--- config.mk ---
export PLATFORM = sky130hd
export DESIGN_NAME = mem_arbiter_flat
export DESIGN_NICKNAME = d
export VERILOG_FILES = /design/src/rtl/mem_pkg.sv /design/src/rtl/mem_arbiter_if.sv /design/src/rtl/mem_align.sv /design/src/rtl/mem_arbiter.sv /design/src/flat_wrapper.sv
export SDC_FILE = /design/constraint.sdc
export NUM_CORES = 1
export LEC_CHECK = 0
export BUFFER_PORTS_ARGS = -buffer_cell sky130_fd_sc_hd__buf_2
export CAP_MARGIN = 20
export CORE_UTILIZATION = 47
export DETAILED_ROUTE_END_ITERATION = 7
export PLACE_DENSITY = 0.86
export SLEW_MARGIN = 20
export SYNTH_ARGS = -nofsm -noshare
export SYNTH_HDL_FRONTEND = slang
export SYNTH_SLANG_ARGS = --single-unit
--- constraint.sdc ---
create_clock -name clk -period 2.5 [get_ports clk]
set_clock_uncertainty 0.05 [all_clocks]
set_input_delay 0.125 -clock clk [delete_from_list [all_inputs] [get_ports clk]]
set_output_delay 0.125 -clock clk [all_outputs]
set_load 0.01 [all_outputs]
--- src/rtl/mem_pkg.sv ---
// Shared types and constants for the memory arbiter slice: FSM states, owners,
// RISC-V load/store funct3 encodings and the access-size decode.
package mem_pkg;

  typedef enum logic [1:0] {
    ST_IDLE      = 2'd0,
    ST_ISSUE     = 2'd1,
    ST_WAIT_RESP = 2'd2,
    ST_RESPOND   = 2'd3
  } arb_state_e;

  typedef enum logic {
    OWN_IC = 1'b0,
    OWN_DC = 1'b1
  } owner_e;

  typedef enum logic [1:0] {
    SZ_BYTE = 2'd0,
    SZ_HALF = 2'd1,
    SZ_WORD = 2'd2
  } size_class_e;

  localparam logic [2:0] F3_LB  = 3'b000;
  localparam logic [2:0] F3_LH  = 3'b001;
  localparam logic [2:0] F3_LW  = 3'b010;
  localparam logic [2:0] F3_LBU = 3'b100;
  localparam logic [2:0] F3_LHU = 3'b101;
  localparam logic [2:0] F3_SB  = 3'b000;
  localparam logic [2:0] F3_SH  = 3'b001;
  localparam logic [2:0] F3_SW  = 3'b010;

  // Encodings outside the load/store set fall back to a full word.
  function automatic size_class_e size_class(input logic [2:0] f3);
    size_class_e sc;
    case (f3)
      F3_LB, F3_LBU: sc = SZ_BYTE;
      F3_LH, F3_LHU: sc = SZ_HALF;
      default:       sc = SZ_WORD;
    endcase
    return sc;
  endfunction

endpackage

--- src/rtl/mem_arbiter_if.sv ---
// Bus bundle between the core's fetch/load-store ports, the arbiter and memory.
// The slave modport is the arbiter's view; master is the surrounding system.
interface mem_arbiter_if;
  logic        ic_req_valid;
  logic        ic_req_ready;
  logic [31:0] ic_req_addr;
  logic        ic_resp_valid;
  logic [31:0] ic_resp_data;

  logic        dc_req_valid;
  logic        dc_req_ready;
  logic [31:0] dc_req_addr;
  logic        dc_req_we;
  logic [2:0]  dc_req_size;
  logic [31:0] dc_req_wdata;
  logic        dc_resp_valid;
  logic [31:0] dc_resp_data;
  logic        dc_resp_err;

  logic        mem_req_valid;
  logic        mem_req_ready;
  logic [31:0] mem_req_addr;
  logic        mem_req_we;
  logic [3:0]  mem_req_wmask;
  logic [31:0] mem_req_wdata;
  logic        mem_resp_valid;
  logic [31:0] mem_resp_data;

  modport slave (
    input  ic_req_valid, ic_req_addr,
    output ic_req_ready, ic_resp_valid, ic_resp_data,
    input  dc_req_valid, dc_req_addr, dc_req_we, dc_req_size, dc_req_wdata,
    output dc_req_ready, dc_resp_valid, dc_resp_data, dc_resp_err,
    output mem_req_valid, mem_req_addr, mem_req_we, mem_req_wmask, mem_req_wdata,
    input  mem_req_ready, mem_resp_valid, mem_resp_data
  );

  modport master (
    output ic_req_valid, ic_req_addr,
    input  ic_req_ready, ic_resp_valid, ic_resp_data,
    output dc_req_valid, dc_req_addr, dc_req_we, dc_req_size, dc_req_wdata,
    input  dc_req_ready, dc_resp_valid, dc_resp_data, dc_resp_err,
    input  mem_req_valid, mem_req_addr, mem_req_we, mem_req_wmask, mem_req_wdata,
    output mem_req_ready, mem_resp_valid, mem_resp_data
  );
endinterface

--- src/rtl/mem_align.sv ---
// Combinational byte-lane formatting: store mask/replication/misalignment and
// load lane extraction with sign or zero extension.
module mem_align
  import mem_pkg::*;
(
  input  logic [2:0]  st_size,
  input  logic [1:0]  st_off,
  input  logic [31:0] st_wdata,
  output logic [3:0]  st_wmask,
  output logic [31:0] st_wdata_sh,
  output logic        st_misaligned,
  input  logic [2:0]  ld_size,
  input  logic [1:0]  ld_off,
  input  logic [31:0] ld_rdata,
  output logic [31:0] ld_data
);

  logic [31:0] lane_s;

  // Store side: replicate the datum across lanes so the mask alone selects it.
  always_comb begin
    st_wmask      = 4'b0000;
    st_wdata_sh   = 32'd0;
    st_misaligned = 1'b0;
    case (size_class(st_size))
      SZ_BYTE: begin
        st_wmask    = 4'b0001 << st_off;
        st_wdata_sh = {4{st_wdata[7:0]}};
      end
      SZ_HALF: begin
        st_wmask      = 4'b0011 << st_off;
        st_wdata_sh   = {2{st_wdata[15:0]}};
        st_misaligned = st_off[0];
      end
      default: begin
        st_wmask      = 4'b1111;
        st_wdata_sh   = st_wdata;
        st_misaligned = (st_off != 2'b00);
      end
    endcase
  end

  // Load side: bring lane off down to bit 0, then extend; funct3[2] selects unsigned.
  always_comb begin
    lane_s  = ld_rdata >> {ld_off, 3'b000};
    ld_data = 32'd0;
    case (size_class(ld_size))
      SZ_BYTE: begin
        if (ld_size[2]) begin
          ld_data = {24'd0, lane_s[7:0]};
        end else begin
          ld_data = {{24{lane_s[7]}}, lane_s[7:0]};
        end
      end
      SZ_HALF: begin
        if (ld_size[2]) begin
          ld_data = {16'd0, lane_s[15:0]};
        end else begin
          ld_data = {{16{lane_s[15]}}, lane_s[15:0]};
        end
      end
      default: ld_data = ld_rdata;
    endcase
  end

endmodule

--- src/rtl/mem_arbiter.sv ---
// Shares one memory port between instruction fetch and load/store, one
// transaction at a time, with a starvation bound on the fetch side.
module mem_arbiter
  import mem_pkg::*;
#(
  parameter int STARVE_LIMIT = 4
) (
  input logic          clk,
  input logic          reset,
  mem_arbiter_if.slave bus
);

  localparam int              CW      = $clog2(STARVE_LIMIT + 1);
  localparam logic [CW-1:0]   LIMIT_C = CW'(STARVE_LIMIT);

  arb_state_e    state_r, state_nxt_s;
  logic [CW-1:0] starve_r;
  owner_e        owner_r;
  logic [2:0]    size_r;
  logic [1:0]    off_r;
  logic [31:0]   mem_addr_r;
  logic          mem_we_r;
  logic [3:0]    mem_wmask_r;
  logic [31:0]   mem_wdata_r;
  logic          ic_resp_valid_r;
  logic [31:0]   ic_resp_data_r;
  logic          dc_resp_valid_r;
  logic [31:0]   dc_resp_data_r;
  logic          dc_resp_err_r;

  logic          ic_win_s, dc_win_s;
  logic          ic_ready_s, dc_ready_s, mem_valid_s;
  logic [3:0]    st_wmask_s;
  logic [31:0]   st_wdata_s;
  logic          st_mis_s;
  logic [31:0]   ld_data_s;

  mem_align u_align (
    .st_size       (bus.dc_req_size),
    .st_off        (bus.dc_req_addr[1:0]),
    .st_wdata      (bus.dc_req_wdata),
    .st_wmask      (st_wmask_s),
    .st_wdata_sh   (st_wdata_s),
    .st_misaligned (st_mis_s),
    .ld_size       (size_r),
    .ld_off        (off_r),
    .ld_rdata      (bus.mem_resp_data),
    .ld_data       (ld_data_s)
  );

  // Grant: data port by default, fetch once it has lost STARVE_LIMIT times in a row.
  always_comb begin
    ic_win_s = 1'b0;
    dc_win_s = 1'b0;
    if (bus.ic_req_valid && (!bus.dc_req_valid || (starve_r == LIMIT_C))) begin
      ic_win_s = 1'b1;
    end else if (bus.dc_req_valid) begin
      dc_win_s = 1'b1;
    end else begin
      ic_win_s = 1'b0;
      dc_win_s = 1'b0;
    end
  end

  // State register.
  always_ff @(posedge clk) begin
    if (reset) begin
      state_r <= ST_IDLE;
    end else begin
      state_r <= state_nxt_s;
    end
  end

  // Next-state logic; misaligned data requests skip memory entirely.
  always_comb begin
    state_nxt_s = state_r;
    case (state_r)
      ST_IDLE: begin
        if (ic_win_s) begin
          state_nxt_s = ST_ISSUE;
        end else if (dc_win_s) begin
          state_nxt_s = st_mis_s ? ST_RESPOND : ST_ISSUE;
        end else begin
          state_nxt_s = ST_IDLE;
        end
      end
      ST_ISSUE: begin
        if (bus.mem_req_ready) begin
          state_nxt_s = mem_we_r ? ST_RESPOND : ST_WAIT_RESP;
        end else begin
          state_nxt_s = ST_ISSUE;
        end
      end
      ST_WAIT_RESP: begin
        if (bus.mem_resp_valid) begin
          state_nxt_s = ST_RESPOND;
        end else begin
          state_nxt_s = ST_WAIT_RESP;
        end
      end
      ST_RESPOND: state_nxt_s = ST_IDLE;
      default:    state_nxt_s = ST_IDLE;
    endcase
  end

  // Handshake outputs decoded from state and the request valids.
  always_comb begin
    ic_ready_s  = 1'b0;
    dc_ready_s  = 1'b0;
    mem_valid_s = 1'b0;
    case (state_r)
      ST_IDLE: begin
        ic_ready_s = ic_win_s;
        dc_ready_s = dc_win_s;
      end
      ST_ISSUE: mem_valid_s = 1'b1;
      default: begin
        ic_ready_s  = 1'b0;
        dc_ready_s  = 1'b0;
        mem_valid_s = 1'b0;
      end
    endcase
  end

  // Starve counter only moves in IDLE, where grants happen.
  always_ff @(posedge clk) begin
    if (reset) begin
      starve_r <= '0;
    end else if (state_r == ST_IDLE) begin
      if (!bus.ic_req_valid || ic_win_s) begin
        starve_r <= '0;
      end else if (starve_r != LIMIT_C) begin
        starve_r <= starve_r + CW'(1);
      end
    end
  end

  // Capture the winning request with memory fields already formatted.
  always_ff @(posedge clk) begin
    if (reset) begin
      owner_r     <= OWN_IC;
      size_r      <= 3'b000;
      off_r       <= 2'b00;
      mem_addr_r  <= 32'd0;
      mem_we_r    <= 1'b0;
      mem_wmask_r <= 4'b0000;
      mem_wdata_r <= 32'd0;
    end else if ((state_r == ST_IDLE) && ic_win_s) begin
      owner_r     <= OWN_IC;
      size_r      <= F3_LW;
      off_r       <= 2'b00;
      mem_addr_r  <= {bus.ic_req_addr[31:2], 2'b00};
      mem_we_r    <= 1'b0;
      mem_wmask_r <= 4'b0000;
      mem_wdata_r <= 32'd0;
    end else if ((state_r == ST_IDLE) && dc_win_s) begin
      owner_r     <= OWN_DC;
      size_r      <= bus.dc_req_size;
      off_r       <= bus.dc_req_addr[1:0];
      mem_addr_r  <= {bus.dc_req_addr[31:2], 2'b00};
      mem_we_r    <= bus.dc_req_we;
      mem_wmask_r <= bus.dc_req_we ? st_wmask_s : 4'b0000;
      mem_wdata_r <= bus.dc_req_we ? st_wdata_s : 32'd0;
    end
  end

  // Response registers are loaded on the way into RESPOND so they pulse for exactly that cycle.
  always_ff @(posedge clk) begin
    if (reset) begin
      ic_resp_valid_r <= 1'b0;
      ic_resp_data_r  <= 32'd0;
      dc_resp_valid_r <= 1'b0;
      dc_resp_data_r  <= 32'd0;
      dc_resp_err_r   <= 1'b0;
    end else begin
      ic_resp_valid_r <= 1'b0;
      ic_resp_data_r  <= 32'd0;
      dc_resp_valid_r <= 1'b0;
      dc_resp_data_r  <= 32'd0;
      dc_resp_err_r   <= 1'b0;
      case (state_r)
        ST_IDLE: begin
          if (dc_win_s && st_mis_s) begin
            dc_resp_valid_r <= 1'b1;
            dc_resp_err_r   <= 1'b1;
          end
        end
        ST_ISSUE: begin
          if (bus.mem_req_ready && mem_we_r) begin
            dc_resp_valid_r <= 1'b1;
          end
        end
        ST_WAIT_RESP: begin
          if (bus.mem_resp_valid && (owner_r == OWN_IC)) begin
            ic_resp_valid_r <= 1'b1;
            ic_resp_data_r  <= bus.mem_resp_data;
          end else if (bus.mem_resp_valid) begin
            dc_resp_valid_r <= 1'b1;
            dc_resp_data_r  <= ld_data_s;
          end
        end
        default: begin
          ic_resp_valid_r <= 1'b0;
          dc_resp_valid_r <= 1'b0;
        end
      endcase
    end
  end

  assign bus.ic_req_ready  = ic_ready_s;
  assign bus.dc_req_ready  = dc_ready_s;
  assign bus.mem_req_valid = mem_valid_s;
  assign bus.mem_req_addr  = mem_addr_r;
  assign bus.mem_req_we    = mem_we_r;
  assign bus.mem_req_wmask = mem_wmask_r;
  assign bus.mem_req_wdata = mem_wdata_r;
  assign bus.ic_resp_valid = ic_resp_valid_r;
  assign bus.ic_resp_data  = ic_resp_data_r;
  assign bus.dc_resp_valid = dc_resp_valid_r;
  assign bus.dc_resp_data  = dc_resp_data_r;
  assign bus.dc_resp_err   = dc_resp_err_r;

endmodule

--- src/flat_wrapper.sv ---
// flat-port wrapper written by rule: the top's interface ports become plain ports
module mem_arbiter_flat import mem_pkg::*;
#(
  parameter int STARVE_LIMIT = 4
)
  (clk, reset, bus_ic_req_valid, bus_ic_req_addr, bus_ic_req_ready, bus_ic_resp_valid, bus_ic_resp_data, bus_dc_req_valid, bus_dc_req_addr, bus_dc_req_we, bus_dc_req_size, bus_dc_req_wdata, bus_dc_req_ready, bus_dc_resp_valid, bus_dc_resp_data, bus_dc_resp_err, bus_mem_req_valid, bus_mem_req_addr, bus_mem_req_we, bus_mem_req_wmask, bus_mem_req_wdata, bus_mem_req_ready, bus_mem_resp_valid, bus_mem_resp_data);
  mem_arbiter_if bus_i ();
  input logic clk;
  input logic reset;
  input wire logic [$bits(bus_i.ic_req_valid)-1:0] bus_ic_req_valid;
  input wire logic [$bits(bus_i.ic_req_addr)-1:0] bus_ic_req_addr;
  output wire logic [$bits(bus_i.ic_req_ready)-1:0] bus_ic_req_ready;
  output wire logic [$bits(bus_i.ic_resp_valid)-1:0] bus_ic_resp_valid;
  output wire logic [$bits(bus_i.ic_resp_data)-1:0] bus_ic_resp_data;
  input wire logic [$bits(bus_i.dc_req_valid)-1:0] bus_dc_req_valid;
  input wire logic [$bits(bus_i.dc_req_addr)-1:0] bus_dc_req_addr;
  input wire logic [$bits(bus_i.dc_req_we)-1:0] bus_dc_req_we;
  input wire logic [$bits(bus_i.dc_req_size)-1:0] bus_dc_req_size;
  input wire logic [$bits(bus_i.dc_req_wdata)-1:0] bus_dc_req_wdata;
  output wire logic [$bits(bus_i.dc_req_ready)-1:0] bus_dc_req_ready;
  output wire logic [$bits(bus_i.dc_resp_valid)-1:0] bus_dc_resp_valid;
  output wire logic [$bits(bus_i.dc_resp_data)-1:0] bus_dc_resp_data;
  output wire logic [$bits(bus_i.dc_resp_err)-1:0] bus_dc_resp_err;
  output wire logic [$bits(bus_i.mem_req_valid)-1:0] bus_mem_req_valid;
  output wire logic [$bits(bus_i.mem_req_addr)-1:0] bus_mem_req_addr;
  output wire logic [$bits(bus_i.mem_req_we)-1:0] bus_mem_req_we;
  output wire logic [$bits(bus_i.mem_req_wmask)-1:0] bus_mem_req_wmask;
  output wire logic [$bits(bus_i.mem_req_wdata)-1:0] bus_mem_req_wdata;
  input wire logic [$bits(bus_i.mem_req_ready)-1:0] bus_mem_req_ready;
  input wire logic [$bits(bus_i.mem_resp_valid)-1:0] bus_mem_resp_valid;
  input wire logic [$bits(bus_i.mem_resp_data)-1:0] bus_mem_resp_data;
  assign bus_i.ic_req_valid = bus_ic_req_valid;
  assign bus_i.ic_req_addr = bus_ic_req_addr;
  assign bus_ic_req_ready = bus_i.ic_req_ready;
  assign bus_ic_resp_valid = bus_i.ic_resp_valid;
  assign bus_ic_resp_data = bus_i.ic_resp_data;
  assign bus_i.dc_req_valid = bus_dc_req_valid;
  assign bus_i.dc_req_addr = bus_dc_req_addr;
  assign bus_i.dc_req_we = bus_dc_req_we;
  assign bus_i.dc_req_size = bus_dc_req_size;
  assign bus_i.dc_req_wdata = bus_dc_req_wdata;
  assign bus_dc_req_ready = bus_i.dc_req_ready;
  assign bus_dc_resp_valid = bus_i.dc_resp_valid;
  assign bus_dc_resp_data = bus_i.dc_resp_data;
  assign bus_dc_resp_err = bus_i.dc_resp_err;
  assign bus_mem_req_valid = bus_i.mem_req_valid;
  assign bus_mem_req_addr = bus_i.mem_req_addr;
  assign bus_mem_req_we = bus_i.mem_req_we;
  assign bus_mem_req_wmask = bus_i.mem_req_wmask;
  assign bus_mem_req_wdata = bus_i.mem_req_wdata;
  assign bus_i.mem_req_ready = bus_mem_req_ready;
  assign bus_i.mem_resp_valid = bus_mem_resp_valid;
  assign bus_i.mem_resp_data = bus_mem_resp_data;
  mem_arbiter #(.STARVE_LIMIT(STARVE_LIMIT)) u_core (.clk(clk), .reset(reset), .bus(bus_i));
endmodule
=== After elaboration in Yosys (flattened, before gate mapping) ===
Index checks and enable logic that the tools add are counted.

* Flip-flop bits (word level): 145
* Input bits: 138
* Output and inout bits: 139
* Logic and storage cells: 100

* $add $sub $neg: 1
* Equal/unequal tests: 13
* Shift operators: 3
* Mux-type cells: 35
* Bitwise operators: 5
* Reduce and logical (&&, ||, !) cells: 28

{| class="wikitable"
|+ Operators by type and width
! operator !! count
|-
| $mux 32 || 5
|-
| $pmux 32 s2 || 2
|-
| $shr 32x5->16 || 1
|-
| $eq 3x3->1 const B || 5
|-
| $reduce_or 2->1 || 7
|-
| $mux 1 || 13
|-
| $mux 2 || 6
|-
| $pmux 2 s2 || 2
|-
| $pmux 2 s4 || 1
|-
| $pmux 4 s2 || 1
|-
| $eq 2x1->1 const B || 3
|-
| $eq 3x1->1 const B || 2
|-
| $logic_and 1x1->1 || 6
|-
| $logic_not 2->1 || 3
|-
| $logic_not 3->1 || 2
|-
| $mux 3 || 2
|-
| $reduce_bool 2->1 || 3
|-
| $not 1->1 || 5
|-
| $eq 2x2->1 const B || 2
|-
| $mux 4 || 1
|-
| $reduce_or 4->1 || 1
|-
| $shl 1x2->4 const A || 1
|-
| $shl 2x2->4 const A || 1
|-
| $add 3x1->3 const B || 1
|-
| other kinds (7) || 9
|}

=== Depth between registers and ports, before layout ===
* Word-level depth: 9
* Mapped depth: 8
* Mapped depth without buffers: 7

=== Modules after synthesis ===
Synthesis repeated with hierarchy kept, for this count alone.

* Cell total of the unflattened synthesis: 729
* Area total of the unflattened synthesis: 6447.4 um^2

{| class="wikitable"
|+ By module, submodules not included
! module !! times used !! cells an instance !! area each (um^2) !! sequential area each (um^2)
|-
| mem_arbiter || 1 || 553 || 5327.6 || 2902.8
|-
| mem_align || 1 || 176 || 1119.8 || 0.0
|}

=== Least setup slack after synthesis ===
OpenSTA, ideal clock, no wires.

* Path kind: reg2reg
* From: register u_core.starve_r[0]
* To: register u_core.mem_addr_r[23], in the netlist u_core.bus.mem_req_addr[23]
* Library setup time: 0.140 ns
* Data arrival time: 1.635 ns
* Data required time: 2.310 ns
* Setup slack: 0.675 ns
* Cell stages (with the launch flop): 8
* Buffers on the path: 1
* Period minus slack after synthesis: 1.825 ns
* Path through: dfxtp_1 inv_1 ha_1 nand2_1 a2111oi_4 buf_6 mux2i_1 a211oi_2

* Longest elaborated chain between the ends: 6
* Elaborated cells on any way between the ends: 9
* Classes of those cells: 1 x eq/ne; 3 x mux; 5 x reduce/logical

{| class="wikitable"
|+ Ends and longest elaborated chain
! item !! RTL line !! RTL
|-
| start: declaration || mem_arbiter.sv:17 || <nowiki>logic [CW-1:0] starve_r;</nowiki>
|-
| start signal: assignment || mem_arbiter.sv:133 || <nowiki>starve_r <= starve_r + CW'(1);</nowiki>
|-
| $eq 3x3->1 * || mem_arbiter.sv:55 || <nowiki>if (bus.ic_req_valid && (!bus.dc_req_valid || (starve_r == LIMIT_C))) begin</nowiki>
|-
| $logic_or 1x1->1 * || mem_arbiter.sv:55 ||
|-
| $logic_and 1x1->1 * || mem_arbiter.sv:55 ||
|-
| $mux 1 || mem_arbiter.sv:55 ||
|-
| $logic_and 1x1->1, on equally long branches || mem_arbiter.sv:148, mem_arbiter.sv:156 ||
|-
| $mux 32 / $reduce_bool 2->1 (equally long branches) || n/a ||
|-
| end signal: assignment || mem_arbiter.sv:152 || <nowiki>mem_addr_r <= {bus.ic_req_addr[31:2], 2'b00};</nowiki>
|-
| end signal: assignment || mem_arbiter.sv:160 || <nowiki>mem_addr_r <= {bus.dc_req_addr[31:2], 2'b00};</nowiki>
|-
| end: declaration || mem_arbiter.sv:21 || <nowiki>logic [31:0] mem_addr_r;</nowiki>
|}

Every way passes the cells marked *; elsewhere a longest branch is shown, timed or not.
A chain may end at the register's enable or synchronous reset.

=== Worst setup path in the final report ===
* From: register u_core.starve_r[0]
* To: register u_core.mem_addr_r[6], in the netlist u_core.bus.mem_req_addr[6]

Same word-level chain as after synthesis.

==> flow_summary.toml <==
[status]
status = "completed"

[routing]
post_drt_wl_per_cell_um = 16.9
detail_route.wirelength_um = 19300
drc_errors = 0
vias_per_std_cell = 5.35
route.antenna.remaining_nets = 0
drtPass1Iterations = 7
number_of_drc_violations_after_detailed_routing_iteration_0 = 516
dr_total_vias = 6113

[power]
max-vdd-ir-drop_uv = 482
power_per_cell_area_mw_per_mm2 = 746
leakage_uw = 0.00420

[logic_synthesis]
synth_top_family_by_area = "compound AO/OA/AOI/OAI gates"
synth.ff_latch_count = 145
post_synth_mux_area_share_pct = 11.1
synth_xor_xnor_area_share_pct = 0
synth.cell_area_mm2 = 0.00598
synth-simple-area-share_pct = 16.0
postSynthAreaPerCell_um2 = 9.34
netlist-cell-type-count = 42
post_synth_inst_count = 640
yosysSeqAreaShare_pct = 48.5
adder_cell_fraction_of_synth_area_pct = 0.418
synth_compound_area_share_pct = 18.7
synth_warnings = 0

[timing]
final_count_of_pins_violating_max_slew = 0
timing.final.crit_period_ns = 2.37
worst-slew-pin-transition_ns = 0.776
timing.max_slew.rel_slack_pct = 48.2
hold_viol_final = 0
final.period_utilization_pct = 95.0
finalSetupViolCount = 0
fmax_ghz = 0.421
fin_worst_hold_slack_ns = 0.00913
tns_ns = 0

[grt]
grt_util_all_layers_pct = 29.7
grt_pass1_wl_um = 30100
grt_antenna_before_repair = 0
globalRouteOverflowTotal = 0
grt_max_degree = 41
number_of_global_route_vias_before_repair = 6029

[setup_path]
end_kind = "flop"
critical_path.max_fanout = 6
worstPathRequired_ns = 2.73
worst-endpoint-arrival_ns = 2.61
critical_path_class = "flop to flop"
critical_path.startpoint_type = "flop"

[floorplanning]
placeable_core_area_mm2 = 0.0122
die_w_um = 115
design.die.area_mm2 = 0.0132
die_h_um = 115
rows = 40
boundaryPins = 277
initial_standard_cell_utilization_of_the_core_pct = 49.0

[cells_and_area]
post_route_cells_drive_above_1_share_pct = 37.8
layout-area-overhead-vs-synth_pct = 46.5
final_common_cell = "buf_2"
nets = 1101
fillerInstances = 923
layout_common_cells = "buf_2 (272), dfxtp_1 (145), nand2_1 (66)"
antenna-diode-count = 0

[cts]
clock_transition_at_the_register_clock_pins_on_the_worst_setup_and_hold_paths_after_cts_ns = 0.06
cts-root-buf = "clkbuf_16"
clockBufferDepth = 2
cts_buffers = 17
clk-insertion-delay-late_ns = 0.41
clock_sink_count = 145
tritoncts_clock_tree = "built"
ctsHtreeMaxLevel = 4

[min_path]
min-delay-path-class = "input port to flop"

[place]
place.gp.congestion = 0.845
port_buffers = 272
post-dp-hpwl_um = 12200

[job]
timing.max_cap.violations = 0
per-stage QoR:
step	std cells	utilization, %	setup slack (ns)	area, µm²	power, µW
floorplan	641	-	0.675	5980	3240
global placement	1047	61.2	0.579	7480	3630
detailed placement	1047	61.2	0.534	7480	3660
CTS	1138	71.4	0.0681	8720	6510
global route	1142	71.8	-0.00231	8760	6790
finish	1142	71.8	0.125	8760	6540
repair_timing:
action                     in CTS  in global routing
setup endpoints to repair       0                  4
hold endpoints to repair       75                  0
buffers inserted                0                  3
resized for setup               0                  2
hold buffers                   59                  0
sequential cells by signal (all words and copies together) (netlist names), 2 cells and up:
register                  count
u_core.bus.mem_req_addr      30
u_core.bus.mem_req_wdata     32
u_core.bus.ic_resp_data      32
u_core.bus.mem_req_wmask      4
u_core.size_r                 3
u_core.bus.dc_resp_data      32
u_core.off_r                  2
u_core.starve_r               3
u_core.state_r                2
worst paths after layout:
kind              cells after the start                          from                            to  slack (ns)
setup / recovery                      8            u_core.starve_r[0]    u_core.bus.mem_req_addr[6]        0.13
hold / removal                        3           bus_ic_req_addr[10]   u_core.bus.mem_req_addr[10]       0.009
setup reg to reg                      8            u_core.starve_r[0]    u_core.bus.mem_req_addr[6]        0.13
hold reg to reg                       2  u_core.bus.mem_req_wdata[14]  u_core.bus.mem_req_wdata[14]        0.40
worst max-delay path: stages (launching register included):
cell and delay (ns):
dfxtp_1 0.33, inv_1 0.09, ha_1 0.17, nand2_1 0.10
a2111oi_4 0.39, clkbuf_16 0.23, mux2i_1 0.21, dlygate4sd3_1 0.60
a211oi_2 0.08
cell type report:
type / count / area, µm² / area share (%)
Sequential cell: 145 / 2900 / 33.1
Multi-Input combinational cell: 434 / 2790 / 31.8
Timing Repair Buffer: 353 / 2180 / 24.8
Clock buffer: 20 / 447 / 5.10
Tap cell: 168 / 210 / 2.40
Clock inverter: 12 / 205 / 2.34
Inverter: 10 / 37.5 / 0.428
cell usage after synthesis (all sizes together):
master,n,area [µm²]
nor2b,4,25.0
o211ai,2,15.0
clkinv,2,7.51
or3b,1,11.3
mux2,18,203
a31oi,2,12.5
nor2,53,204
o21a,2,15.0
a221oi,2,17.5
clkbuf,24,90.1
or2,2,12.5
dfxtp,145,2900
a22o,1,8.76
or3,2,12.5
nor3,4,20.0
a32oi,1,8.76
nand3,36,180
and2,32,200
a2111oi,2,55.1
o221ai,7,61.3
ha,2,25.0
a21oi,57,285
o22a,1,8.76
buf,28,185
nor3b,1,7.51
nand3b,3,35.0
mux2i,46,460
nand2,66,248
o211a,1,10.0
inv,8,30.0
o21ai,29,145
conb,1,3.75
a32o,1,10.0
a21o,23,176
a211oi,31,288
power breakdown:
part	internal [µW]	switching, µW	leakage (µW)	total (µW)
Sequential	2450	92.2	0.00118	2550
Combinational	525	655	0.00271	1180
Clock	1810	1000	0.000311	2810
metal layers:
layer,track usage [%],wire length [µm]
met5,0,0
met4,16.6,777
met3,9.23,1520
met2,51.4,9450
met1,32.4,7540
cells by family (layout without fill, tap and decap cells):
kind of cell	Yosys count	in the layout
buffers and inverters	62	395
adder cells (fa/ha/maj)	2	2
AND/OR/NAND/NOR	204	204
other	1	2
flip-flops	145	145
AO/OA/AOI/OAI	162	162
multiplexers	64	64
No activity file was read; power rests on OpenSTA's default activity.
